### src/rtl/seq_pc_controller.sv
// rtl/seq_pc_controller.sv - SEQ Y86-64 program counter and status sequencer
//
// Purpose: owns the architectural PC and processor status for the single-cycle
// SEQ datapath. Commits one instruction per clock while running and stops on
// halt, invalid instruction or memory fault.
//
// Optional feature macro: SEQ_INSTR_COUNT_EN (committed-instruction counter).
//
// Ports:
//   clk, reset          rising-edge clock, synchronous active-high reset
//   start               level; leaves IDLE when sampled high
//   icode, cnd          decoded icode at PC, jXX condition
//   valC, valP, valM    next-PC candidates from fetch / memory
//   halt, imem_error,
//   instr_valid,
//   dmem_error          stop conditions
//   PC                  current program counter
//   stat                1=AOK 2=HLT 3=ADR 4=INS
//   running             high only in RUN
//   cycle_count         saturating count of RUN cycles
//   instr_count         saturating count of commits (0 without the macro)

module seq_pc_controller #(
  parameter logic [63:0] RESET_PC = 64'd0
) (
  input  logic        clk,
  input  logic        reset,
  input  logic        start,
  input  logic [3:0]  icode,
  input  logic        cnd,
  input  logic [63:0] valC,
  input  logic [63:0] valP,
  input  logic [63:0] valM,
  input  logic        halt,
  input  logic        imem_error,
  input  logic        instr_valid,
  input  logic        dmem_error,
  output logic [63:0] PC,
  output logic [2:0]  stat,
  output logic        running,
  output logic [31:0] cycle_count,
  output logic [31:0] instr_count
);

  typedef enum logic [1:0] {
    S_IDLE   = 2'd0,
    S_RUN    = 2'd1,
    S_HALTED = 2'd2,
    S_FAULT  = 2'd3
  } state_t;

  localparam logic [2:0] STAT_AOK = 3'd1;
  localparam logic [2:0] STAT_HLT = 3'd2;
  localparam logic [2:0] STAT_ADR = 3'd3;
  localparam logic [2:0] STAT_INS = 3'd4;

  localparam logic [3:0] ICODE_JXX  = 4'd7;
  localparam logic [3:0] ICODE_CALL = 4'd8;
  localparam logic [3:0] ICODE_RET  = 4'd9;

  state_t      state_q, state_d;
  logic [63:0] pc_q, pc_d;
  logic [2:0]  stat_q, stat_d;
  logic        running_q, running_d;
  logic [31:0] cycle_q, cycle_d;
  logic [63:0] new_pc;

  always_comb begin
    new_pc = valP;
    case (icode)
      ICODE_CALL: new_pc = valC;
      ICODE_JXX:  new_pc = cnd ? valC : valP;
      ICODE_RET:  new_pc = valM;
      default:    new_pc = valP;
    endcase
  end

  // Stop conditions are checked in priority order; on any of them the PC is
  // left pointing at the offending instruction.
  always_comb begin
    state_d = state_q;
    pc_d    = pc_q;
    stat_d  = stat_q;
    cycle_d = cycle_q;
    case (state_q)
      S_IDLE: begin
        if (start) state_d = S_RUN;
      end
      S_RUN: begin
        if (cycle_q != 32'hFFFF_FFFF) cycle_d = cycle_q + 32'd1;
        if (imem_error) begin
          state_d = S_FAULT;
          stat_d  = STAT_ADR;
        end else if (!instr_valid) begin
          state_d = S_FAULT;
          stat_d  = STAT_INS;
        end else if (dmem_error) begin
          state_d = S_FAULT;
          stat_d  = STAT_ADR;
        end else if (halt) begin
          state_d = S_HALTED;
          stat_d  = STAT_HLT;
        end else begin
          pc_d = new_pc;
        end
      end
      default: begin
        state_d = state_q;
      end
    endcase
    running_d = (state_d == S_RUN);
  end

  always_ff @(posedge clk) begin
    if (reset) begin
      state_q   <= S_IDLE;
      pc_q      <= RESET_PC;
      stat_q    <= STAT_AOK;
      running_q <= 1'b0;
      cycle_q   <= 32'd0;
    end else begin
      state_q   <= state_d;
      pc_q      <= pc_d;
      stat_q    <= stat_d;
      running_q <= running_d;
      cycle_q   <= cycle_d;
    end
  end

`ifdef SEQ_INSTR_COUNT_EN
  logic [31:0] instr_q, instr_d;
  logic        commit;

  // A commit is a RUN edge with none of the stop conditions present.
  assign commit = (state_q == S_RUN) && !imem_error && instr_valid &&
                  !dmem_error && !halt;

  always_comb begin
    instr_d = instr_q;
    if (commit && (instr_q != 32'hFFFF_FFFF)) instr_d = instr_q + 32'd1;
  end

  always_ff @(posedge clk) begin
    if (reset) instr_q <= 32'd0;
    else       instr_q <= instr_d;
  end

  assign instr_count = instr_q;
`else
  assign instr_count = 32'd0;
`endif

  assign PC          = pc_q;
  assign stat        = stat_q;
  assign running     = running_q;
  assign cycle_count = cycle_q;

endmodule
### config.mk
export PLATFORM = sky130hd
export DESIGN_NAME = seq_pc_controller
export DESIGN_NICKNAME = d
export VERILOG_FILES = /design/src/rtl/seq_pc_controller.sv
export SDC_FILE = /design/constraint.sdc
export NUM_CORES = 1
export LEC_CHECK = 0
export CAP_MARGIN = 10
export CORE_MARGIN = 2
export CORE_UTILIZATION = 30
export CTS_BUF_LIST = sky130_fd_sc_hd__clkbuf_2 sky130_fd_sc_hd__clkbuf_4 sky130_fd_sc_hd__clkbuf_8
export DETAILED_ROUTE_END_ITERATION = 8
export PLACE_DENSITY = 0.68
export SLEW_MARGIN = 30
export SYNTH_ARGS = -nofsm -noshare
export SYNTH_HDL_FRONTEND = slang
export SYNTH_SLANG_ARGS = --single-unit
### constraint.sdc
create_clock -name clk -period 2.2 [get_ports clk]
set_input_delay 0.22 -clock clk [delete_from_list [all_inputs] [get_ports clk]]
set_output_delay 0.22 -clock clk [all_outputs]
set_load 0.005 [all_outputs]
==> qor.log, run 1 <==
[synth] proportion of synthesized flip-flops having asynchronous set or reset 0
[floorplan] count of standard-cell rows 48
[place] placed wire-length estimate after detailed placement 16.2 mm
[synth] Mapped Area 5190 sq um
[clocking] hold-fix buffer count after cts 0
[setup_path] WS Path Type reg -> reg
[timing] Max Transition Viols Final 0
[setup_path] family of cells with the greatest summed delay on the critical path simple AND/OR/NAND/NOR gates
[final_layout] fin util 0.521
[setup_path] max incr delay on CP 0.50 ns
[timing] setup repair after global routing missed its margin yes
[floorplan] Core ar. 17100 sq um
[outcome] status completed
[timing] post-layout min period 2.08 ns
[synth] Synth top area share 0.394
[setup_path] kind of end point of the critical path flip-flop
[clocking] Reg clk slew, reported paths 0.09 ns
[clocking] CTS HTree Levels 3
[synth] largest area contributor in the synthesized netlist sky130_fd_sc_hd__dfxtp_1
[floorplan] Die Width 135 um
[setup_path] worst path buffer plus inverter count 2
[grt] global-route wire length before repair 31.9 mm
[timing] Tightest Pin Transition 0.617 ns
[grt] total track usage 0.226
[timing] Hold Fails Final Rpt 0
[setup_path] required time of the worst setup path 2.50 ns
[clocking] buffer type at the clock tree root sky130_fd_sc_hd__clkbuf_8
[drt] length of routed met3 wiring 1.85 mm
[drt] Wirelength per Cell 17.9 um
[floorplan] number of placed I/O pins 336
[clocking] TritonCTS clock tree built
[final_layout] total of fill cells in the finished design 1659
[synth] EDFF count, synth 0
[synth] Area contributors post-synth sky130_fd_sc_hd__dfxtp_1 39%, sky130_fd_sc_hd__a221o_1 12%, sky130_fd_sc_hd__a21oi_1 8.2%
[drt] post-route met1 wirelength 8.49 mm
[setup_path] cell with the most instances on the worst path sky130_fd_sc_hd__buf_4
[grt] grt ovf 0
[synth] mean instance size in the synthesized netlist 8.17 sq um
[floorplan] Die Height 135 um
[final_layout] sequential cell area in the final layout 2040 sq um
[drt] Top Metal Used met4
[clocking] sink count of the clock tree 102
[setup_path] CP cell instances ha_1 -> nand3_1 -> nor3_1 -> buf_4 -> a31o_4 -> buf_4 -> or4_1 -> a21oi_1
[synth] Ys Warns 0
[timing] maximum operating frequency 480 MHz
[setup_path] total stage count of the critical path 8
[synth] Post-synth top flop sky130_fd_sc_hd__dfxtp_1
[final_layout] Area growth syn-to-layout 72.1%
[grt] vias in the first global route 5722
[synth] sequential-to-total area share from yosys stat 0.394
[setup_path] category of the worst setup path launch point flip-flop
[power_and_ir_drop] power per standard cell area 420 nW/um^2
[power_and_ir_drop] Leak Pwr 3.18 nW
[grt] antenna violations before repair 4
[final_layout] footprint of the multi-input gates 2820 sq um
[floorplan] effective utilization at floorplan 0.303
[clocking] worst-skew pair later-pin latency 0.38 ns
[timing] Final Skew 0.00853 ns
[drt] final WL 21.3 mm
[job] Max-Cap Viols 0
[timing] final setup violation count 0
[setup_path] worst r2r path cells 8
[synth] Cell variety after synth 47
[hold_path] Hold Crit Depth 2
[setup_path] highest fanout seen on the critical path 10
[timing] hold slack final 0.336 ns
[synth] cell count after synthesis 635
[drt] routed length on met2 10.4 mm
[hold_path] path type of the worst min-delay path in -> reg
[grt] pin count of the biggest net entering global routing 56
[setup_path] cell with the largest stage delay on the worst path sky130_fd_sc_hd__or4_1
[drt] Post-DRT Antenna Nets 0
[place] Port Buffer Count 303
[drt] Remaining DRCs 0
[drt] Via Count 6054
[floorplan] total die area 18400 sq um
[timing] post-route fraction of the period consumed by the critical path 0.947
[final_layout] Net count, final 1159
[drt] TritonRoute pass-1 iters 5
[synth] number of synthesized register bits 102
[clocking] number of CTS-inserted buffers 9
[timing] relative max-transition margin 0.589
[drt] Vias per Instance 5.09
[final_layout] fraction of final layout cells with drive strength greater than 1 0.0991
[place] weighted congestion reported at the end of routability-driven placement 0.945
[power_and_ir_drop] Peak VDD IR 0.000446 V
[clocking] deepest clock path buffer count 2
[setup_path] worst endpoint data arrival time 2.39 ns
[drt] iteration-0 DRC count of the detailed router 395
-- timing repair --
action | in CTS | in global routing
gates resized for setup | 0 | 4
buffers inserted | 0 | 2
setup endpoints to repair | 0 | 16
-- flip-flops by register name (all words and copies together) (netlist names) --
signal,cells
PC,64
cycle_count,32
running,1
stat,3
state_q,2
-- per-layer routing --
metal  vias up  GRT usage
met3        35     0.0752
met2       249      0.360
met1      2833      0.282
met4         0     0.0914
met5         -          0
li1       2937          -
-- cell usage after synthesis (all sizes together) (2+ instances only) --
master and instances:
a2111oi 3, a211oi 4, a21oi 85, a221o 63
a22o 2, a31o 2, a31oi 2, and2 2
and3 2, and4 2, buf 46, clkbuf 38
dfxtp 102, inv 7, mux2 2, nand2 19
nand2b 2, nand3 11, nand4 11, nor2 95
nor2b 2, nor3 66, nor4 7, nor4b 2
o21ai 7, o31ai 8, or2 2, or3 6
or4 10, xnor2 14
-- where the power goes --
group          internal, W  switching, W
Clock             0.000464      0.000666
Combinational     0.000457      0.000263
Sequential         0.00188     0.0000188
Total              0.00280      0.000948
-- cell families after synthesis --
group	after synthesis	synth area share
fa+ha+maj	1	0.00241
flops	102	0.394
other cells	1	0.000723
compound gates	181	0.255
xor+xnor	14	0.0236
mux	2	0.00507
buf+inv	91	0.0931
simple gates	243	0.227
-- metrics by stage --
step | setup WS (ns) | cell area [sq um] | instances | TNS [ns] | power (W)
5_1_grt | -0.00541 | 8920 | 1188 | -0.00541 | 0.00392
6_report | 0.117 | 8930 | 1189 | 0 | 0.00374
4_1_cts | 0.0880 | 8870 | 1182 | 0 | 0.00379
3_3_place_gp | 0.0901 | 8700 | 1166 | 0 | 0.00265
3_5_place_dp | 0.0310 | 8700 | 1166 | 0 | 0.00265
2_1_floorplan | 0.0539 | 5300 | 666 | 0 | 0.00216
-- placed cells by master, fill, tap and decap left out, drive strengths merged, types with 2 or more instances in the layout --
cell,Yosys,final
a221o,63,63
diode,0,5
conb,1,32
nor4,7,7
a21oi,85,85
a31oi,2,2
a211oi,4,4
nand3,11,11
xnor2,14,14
a31o,2,2
a22o,2,2
o31ai,8,8
mux2,2,2
o21ai,7,7
nand4,11,11
clkdlybuf4s50,0,302
and4,2,2
buf,46,59
and3,2,2
nor2b,2,2
or4,10,10
or2,2,2
clkinv,0,3
or3,6,6
nor2,95,95
dfxtp,102,102
nor4b,2,2
a2111oi,3,3
nor3,66,66
clkbuf,38,12
inv,7,7
and2,2,2
nand2b,2,2
nand2,19,19
-- worst paths after layout --
kind,slack [ns],end,start
min,0.34,cycle_count[8],reset
max reg2reg,0.12,cycle_count[9],cycle_count[0]
max,0.12,cycle_count[9],cycle_count[0]
min reg2reg,0.46,PC[23],PC[23]
-- layout make-up --
type | count | share of cell area
well taps | 225 | 0.0315
diodes | 5 | 0.00140
clock buffers | 12 | 0.0171
flip-flops and latches | 102 | 0.229
multi-input cells | 473 | 0.316
inverters | 7 | 0.00294
repair buffers | 361 | 0.399
clock inverters | 4 | 0.00252
Note: power is estimated with default switching activity, not from simulation.
==> inputs of run 2 (changes only) <==
--- a/config.mk
+++ b/config.mk
@@ -6,12 +6,12 @@
 export NUM_CORES = 1
 export LEC_CHECK = 0
 export CAP_MARGIN = 10
-export CORE_MARGIN = 2
+export CORE_MARGIN = 4
 export CORE_UTILIZATION = 30
 export CTS_BUF_LIST = sky130_fd_sc_hd__clkbuf_2 sky130_fd_sc_hd__clkbuf_4 sky130_fd_sc_hd__clkbuf_8
 export DETAILED_ROUTE_END_ITERATION = 8
 export PLACE_DENSITY = 0.68
-export SLEW_MARGIN = 30
+export SLEW_MARGIN = 10
 export SYNTH_ARGS = -nofsm -noshare
 export SYNTH_HDL_FRONTEND = slang
 export SYNTH_SLANG_ARGS = --single-unit
==> run 2 against run 1 <==
Via count about the same. Combinational power rose by 0.6%. Wire length rose by 5.4%. Clock power about the same. Flip-flop and latch count did not move. Sequential power is essentially flat. Clock skew down 0.00089 ns. Final cell count shrank 0.34%. Non-clock buffer count rose by 3. Largest cell class unchanged. Register-to-register slack worse by 0.03 ns. Cell area rose by 0.11%. Core utilization rose by 1.2 points.
==> qor.log, run 2 (synthesis gave the netlist of run 1 again) <==
[outcome] status completed
[setup_path] worst endpoint data arrival time 2.37 ns
[grt] total track usage 0.218
[clocking] TritonCTS clock tree built
[setup_path] category of the worst setup path launch point flip-flop
[floorplan] Die Height 139 um
[timing] Hold Fails Final Rpt 0
[power_and_ir_drop] power per standard cell area 417 nW/um^2
[clocking] hold-fix buffer count after cts 0
[setup_path] reg-to-reg endpoint cycle_count[28]
[power_and_ir_drop] fraction of power consumed by the clock network 0.297
[power_and_ir_drop] Internal Power 0.00280 W
[clocking] worst-skew pair later-pin latency 0.37 ns
[setup_path] cell with the largest stage delay on the worst path sky130_fd_sc_hd__or4_4
[job] Max-Cap Viols 0
[final_layout] Net count, final 1162
[drt] TritonRoute pass-1 iters 5
[drt] Via Count 6049
[floorplan] total die area 19500 sq um
[setup_path] max incr delay on CP 0.63 ns
[floorplan] effective utilization at floorplan 0.309
[timing] relative max-transition margin 0.587
[setup_path] WS Path Type reg -> reg
[final_layout] commonest cells after routing, fill and taps aside 302 x sky130_fd_sc_hd__clkdlybuf4s50_1, 102 x sky130_fd_sc_hd__dfxtp_1, 95 x sky130_fd_sc_hd__nor2_1, 84 x sky130_fd_sc_hd__a21oi_1, 66 x sky130_fd_sc_hd__nor3_1
[timing] post-route fraction of the period consumed by the critical path 0.961
[setup_path] Worst R2R Start cycle_count[0]
[grt] vias in the first global route 5838
[floorplan] number of placed I/O pins 336
[clocking] Reg clk slew, reported paths 0.10 ns
[timing] hold slack final 0.261 ns
[setup_path] total stage count of the critical path 6
[setup_path] kind of end point of the critical path flip-flop
[power_and_ir_drop] power share of the combinational group 0.194
[setup_path] highest fanout seen on the critical path 7
[drt] Remaining DRCs 0
[grt] pin count of the biggest net entering global routing 43
[drt] Vias per Instance 5.10
[clocking] sink count of the clock tree 102
[power_and_ir_drop] switch share 0.249
[hold_path] Hold Crit Endpoint cycle_count[8]
[final_layout] finished layout cell area 8940 sq um
[hold_path] Hold Crit Depth 2
[hold_path] worst min-delay path startpoint reset
[timing] maximum operating frequency 473 MHz
[place] weighted congestion reported at the end of routability-driven placement 0.877
[power_and_ir_drop] Peak VDD IR 0.000252 V
[grt] antenna violations before repair 3
[place] placed cell areas 8730 sq um
[final_layout] fraction of final layout cells with drive strength greater than 1 0.102
[place] placed wire-length estimate after detailed placement 17.6 mm
[timing] final setup violation count 0
[floorplan] count of standard-cell rows 47
[final_layout] leading cell type in the layout, fill and taps excluded sky130_fd_sc_hd__clkdlybuf4s50_1
[drt] Wirelength per Cell 19.0 um
[setup_path] startpoint of the most critical setup path cycle_count[0]
[setup_path] worst path buffer plus inverter count 0
[clocking] number of CTS-inserted buffers 9
[drt] final WL 22.5 mm
[place] Port Buffer Count 303
[power_and_ir_drop] switching power 0.000928 W
[timing] post-layout min period 2.11 ns
[timing] Max Transition Viols Final 0
[power_and_ir_drop] sequential share of power 0.509
[grt] global-route wire length before repair 33.6 mm
[floorplan] Core ar. 16800 sq um
[grt] grt ovf 0
[power_and_ir_drop] Leak Pwr 3.19 nW
[timing] Tightest Pin Transition 0.612 ns
[clocking] deepest clock path buffer count 2
[final_layout] Area growth syn-to-layout 72.3%
[final_layout] number of flip-flops under the largest register name 64
[setup_path] CP cell instances ha_2 -> nand3_2 -> or4_4 -> a211oi_2 -> nand3_1 -> mux2_4
[hold_path] path type of the worst min-delay path in -> reg
[drt] iteration-0 DRC count of the detailed router 366
[setup_path] required time of the worst setup path 2.46 ns
[floorplan] Die Width 139 um
[setup_path] register-to-register setup slack 0.09 ns
[clocking] CTS HTree Levels 3
[timing] Final Skew 0.00764 ns
[setup_path] worst r2r path cells 6
[clocking] buffer type at the clock tree root sky130_fd_sc_hd__clkbuf_8
[drt] Post-DRT Antenna Nets 0
[setup_path] family of cells with the greatest summed delay on the critical path simple AND/OR/NAND/NOR gates
run 2: cell count changes in the layout (fill, tap and decap cells not counted), sizes merged:
| cell | before | now |
|---|---|---|
| diode | 5 | 3 |
| buf | 59 | 62 |
run 2: final cells by class:
cell class | count | area (sq um)
well taps | 220 | 275
clock inverters | 4 | 22.5
flip-flops and latches | 102 | 2040
clock buffers | 12 | 153
repair buffers | 364 | 3600
fillers | 1611 | 7820
inverters | 7 | 26.3
diodes | 3 | 7.51
multi-input cells | 473 | 2810
run 2: worst max-delay path by stage:
| stage | end | slack, ns |
|---|---|---|
| 3_5_place_dp | PC[27] | 0.06 |
| 6_report | cycle_count[28] | 0.09 |
| 5_1_grt | cycle_count[24] | -0.0005 |
| 3_3_place_gp | PC[20] | 0.07 |
| 4_1_cts | cycle_count[28] | 0.04 |
| 2_1_floorplan | cycle_count[28] | 0.05 |
run 2: layer usage:
layer | share of wire | track usage
met1 | 0.39 | 0.266
met3 | 0.088 | 0.0676
met5 | 0 | 0
met2 | 0.49 | 0.364
met4 | 0.026 | 0.0742
run 2: power by group through the flow:
stage | clock, W | combinational, W | sequential, W
floorplan | 0 | 0.000218 | 0.00194
global placement | 0 | 0.000720 | 0.00194
detailed placement | 0 | 0.000720 | 0.00194
CTS | 0.00116 | 0.000723 | 0.00190
global route | 0.00124 | 0.000773 | 0.00190
finish | 0.00111 | 0.000724 | 0.00190
run 2: stage by stage:
step | util | total power (W) | worst slack (ns) | setup TNS [ns] | std cells
finish | 0.533 | 0.00373 | 0.0865 | 0 | 1185
global route | 0.533 | 0.00391 | -0.000468 | -0.000468 | 1185
CTS | 0.531 | 0.00378 | 0.0416 | 0 | 1181
detailed placement | 0.521 | 0.00266 | 0.0555 | 0 | 1165
global placement | 0.521 | 0.00266 | 0.0706 | 0 | 1165
floorplan | - | 0.00216 | 0.0539 | 0 | 666
run 2: timing repair:
action / CTS / global route
setup endpoints to repair: 0 / 4
gates resized for setup: 0 / 3
buffers inserted: 0 / 1
==> inputs of run 3 (changes only) <==
--- a/config.mk
+++ b/config.mk
@@ -10,6 +10,7 @@
 export CORE_UTILIZATION = 30
 export CTS_BUF_LIST = sky130_fd_sc_hd__clkbuf_2 sky130_fd_sc_hd__clkbuf_4 sky130_fd_sc_hd__clkbuf_8
 export DETAILED_ROUTE_END_ITERATION = 8
+export MAX_ROUTING_LAYER = met4
 export PLACE_DENSITY = 0.68
 export SLEW_MARGIN = 10
 export SYNTH_ARGS = -nofsm -noshare
==> run 3 against run 2 <==
Clock skew increased by 0.0020 ns. Core utilization is essentially flat. First-iteration DRC count down 3.8%. Worst hold slack better by 0.0056 ns. Power grew 0.21%. Die area stayed put. Flip-flop and latch count is the same. Wire length rose by 0.16%. Final cell count hardly changed. Via count is essentially flat. Non-clock buffer count unchanged. Critical path type unchanged.
==> qor.log, run 3 (synthesis gave the netlist of run 1 again) <==
[outcome] status completed
[final_layout] fraction of final layout cells with drive strength greater than 1 0.102
[floorplan] Die Width 139 um
[hold_path] worst min-delay path startpoint reset
[drt] Wirelength per Cell 19.0 um
[setup_path] worst r2r path cells 6
[clocking] hold-fix buffer count after cts 0
[drt] Vias per Instance 5.11
[power_and_ir_drop] Internal Power 0.00280 W
[grt] vias in the first global route 5854
[timing] relative max-transition margin 0.587
[setup_path] category of the worst setup path launch point flip-flop
[setup_path] reg-to-reg endpoint cycle_count[28]
[floorplan] count of standard-cell rows 47
[grt] global-route wire length before repair 33.5 mm
[hold_path] Hold Crit Depth 2
[drt] iteration-0 DRC count of the detailed router 352
[power_and_ir_drop] switch share 0.251
[setup_path] worst endpoint data arrival time 2.37 ns
[power_and_ir_drop] power per standard cell area 418 nW/um^2
[drt] Remaining DRCs 0
[drt] TritonRoute pass-1 iters 4
[setup_path] Worst R2R Start cycle_count[0]
[clocking] deepest clock path buffer count 2
[setup_path] register-to-register setup slack 0.09 ns
[power_and_ir_drop] sequential share of power 0.508
[drt] Post-DRT Antenna Nets 0
[floorplan] Core ar. 16800 sq um
[power_and_ir_drop] Leak Pwr 3.19 nW
[final_layout] number of flip-flops under the largest register name 64
[power_and_ir_drop] Peak VDD IR 0.000254 V
[place] placed wire-length estimate after detailed placement 17.6 mm
[floorplan] total die area 19500 sq um
[timing] Max Transition Viols Final 0
[final_layout] commonest cells after routing, fill and taps aside 302 x sky130_fd_sc_hd__clkdlybuf4s50_1, 102 x sky130_fd_sc_hd__dfxtp_1, 95 x sky130_fd_sc_hd__nor2_1, 84 x sky130_fd_sc_hd__a21oi_1, 66 x sky130_fd_sc_hd__nor3_1
[timing] Final Skew 0.00959 ns
[power_and_ir_drop] post-layout power 0.00373 W
[setup_path] kind of end point of the critical path flip-flop
[setup_path] WS Path Type reg -> reg
[grt] total track usage 0.224
[clocking] sink count of the clock tree 102
[timing] Tightest Pin Transition 0.612 ns
[timing] post-route fraction of the period consumed by the critical path 0.959
[drt] final WL 22.5 mm
[timing] PnR worst setup slack 0.0909 ns
[setup_path] highest fanout seen on the critical path 7
[clocking] buffer type at the clock tree root sky130_fd_sc_hd__clkbuf_8
[final_layout] Area growth syn-to-layout 72.3%
[timing] post-layout min period 2.11 ns
[place] Port Buffer Count 303
[job] Max-Cap Viols 0
[clocking] CTS HTree Levels 3
[final_layout] leading cell type in the layout, fill and taps excluded sky130_fd_sc_hd__clkdlybuf4s50_1
[clocking] worst-skew pair later-pin latency 0.37 ns
[timing] maximum operating frequency 474 MHz
[floorplan] effective utilization at floorplan 0.309
[place] worst setup slack after placement 0.0555 ns
[grt] antenna violations before repair 2
[clocking] TritonCTS clock tree built
[hold_path] Hold Crit Endpoint cycle_count[8]
[power_and_ir_drop] power share of the combinational group 0.194
[clocking] Reg clk slew, reported paths 0.09 ns
[floorplan] Die Height 139 um
[power_and_ir_drop] fraction of power consumed by the clock network 0.298
[timing] final setup violation count 0
[grt] pin count of the biggest net entering global routing 43
[grt] grt ovf 0
[place] weighted congestion reported at the end of routability-driven placement 0.895
[final_layout] Net count, final 1162
[drt] Via Count 6045
[timing] Hold Fails Final Rpt 0
[floorplan] number of placed I/O pins 336
[setup_path] required time of the worst setup path 2.46 ns
[hold_path] path type of the worst min-delay path in -> reg
[power_and_ir_drop] switching power 0.000936 W
[clocking] number of CTS-inserted buffers 9
==> run 3: cell types whose count changed in the layout (fill, tap and decap cells not counted) <==
cell | before | now
sky130_fd_sc_hd__diode_2 | 3 | 2
==> run 3: area by class of cell <==
class | count | area [sq um]
antenna | 2 | 5.00
timing repair buffer | 364 | 3600
inverter | 7 | 26.3
clock inverter | 4 | 22.5
clock buffer | 12 | 153
tap | 220 | 275
sequential | 102 | 2040
multi-input combinational | 473 | 2810
fill | 1610 | 7830
==> run 3: worst max path at each step <==
| stage | from | end | cells after the start |
|---|---|---|---|
| 4_1_cts | cycle_count[0] | cycle_count[28] | 6 |
| 3_5_place_dp | icode[3] | PC[27] | 7 |
| 3_3_place_gp | icode[3] | PC[20] | 8 |
| 6_report | cycle_count[0] | cycle_count[28] | 6 |
| 5_1_grt | cycle_count[21] | cycle_count[24] | 5 |
| 2_1_floorplan | cycle_count[0] | cycle_count[28] | 7 |
==> run 3: per-layer routing <==
layer,track usage,wire length (um)
met1,0.264,8840
met2,0.366,11200
met3,0.0714,1990
met4,0.0700,526
met5,-,0
==> run 3: timing repair <==
action | in CTS | in global routing
setup buffers | 0 | 1
setup endpoints to repair | 0 | 4
gates resized for setup | 0 | 3
==> run 3: critical path, cell delays in order (launching register included) <==
cell and delay (ns):
sky130_fd_sc_hd__dfxtp_1 0.35, sky130_fd_sc_hd__ha_2 0.21, sky130_fd_sc_hd__nand3_2 0.13, sky130_fd_sc_hd__or4_4 0.63, sky130_fd_sc_hd__a211oi_2 0.25, sky130_fd_sc_hd__nand3_1 0.13, sky130_fd_sc_hd__mux2_4 0.31
==> run 3: power by group through the flow <==
stage | combinational [W] | clock [W] | sequential, W
2_1_floorplan | 0.000218 | 0 | 0.00194
3_3_place_gp | 0.000720 | 0 | 0.00194
3_5_place_dp | 0.000720 | 0 | 0.00194
4_1_cts | 0.000723 | 0.00116 | 0.00190
5_1_grt | 0.000773 | 0.00124 | 0.00190
6_report | 0.000724 | 0.00111 | 0.00190
==> run 3: stage by stage <==
step                      hold slack [ns]  cells  area (sq um)   util  setup TNS [ns]
after floorplan                     0.386    666          5300      -               0
after global placement              0.445   1165          8730  0.521               0
after detailed placement            0.453   1165          8730  0.521               0
after CTS                           0.248   1181          8910  0.531               0
after global routing                0.260   1184          8930  0.533       -0.000468
final                               0.266   1184          8930  0.533               0
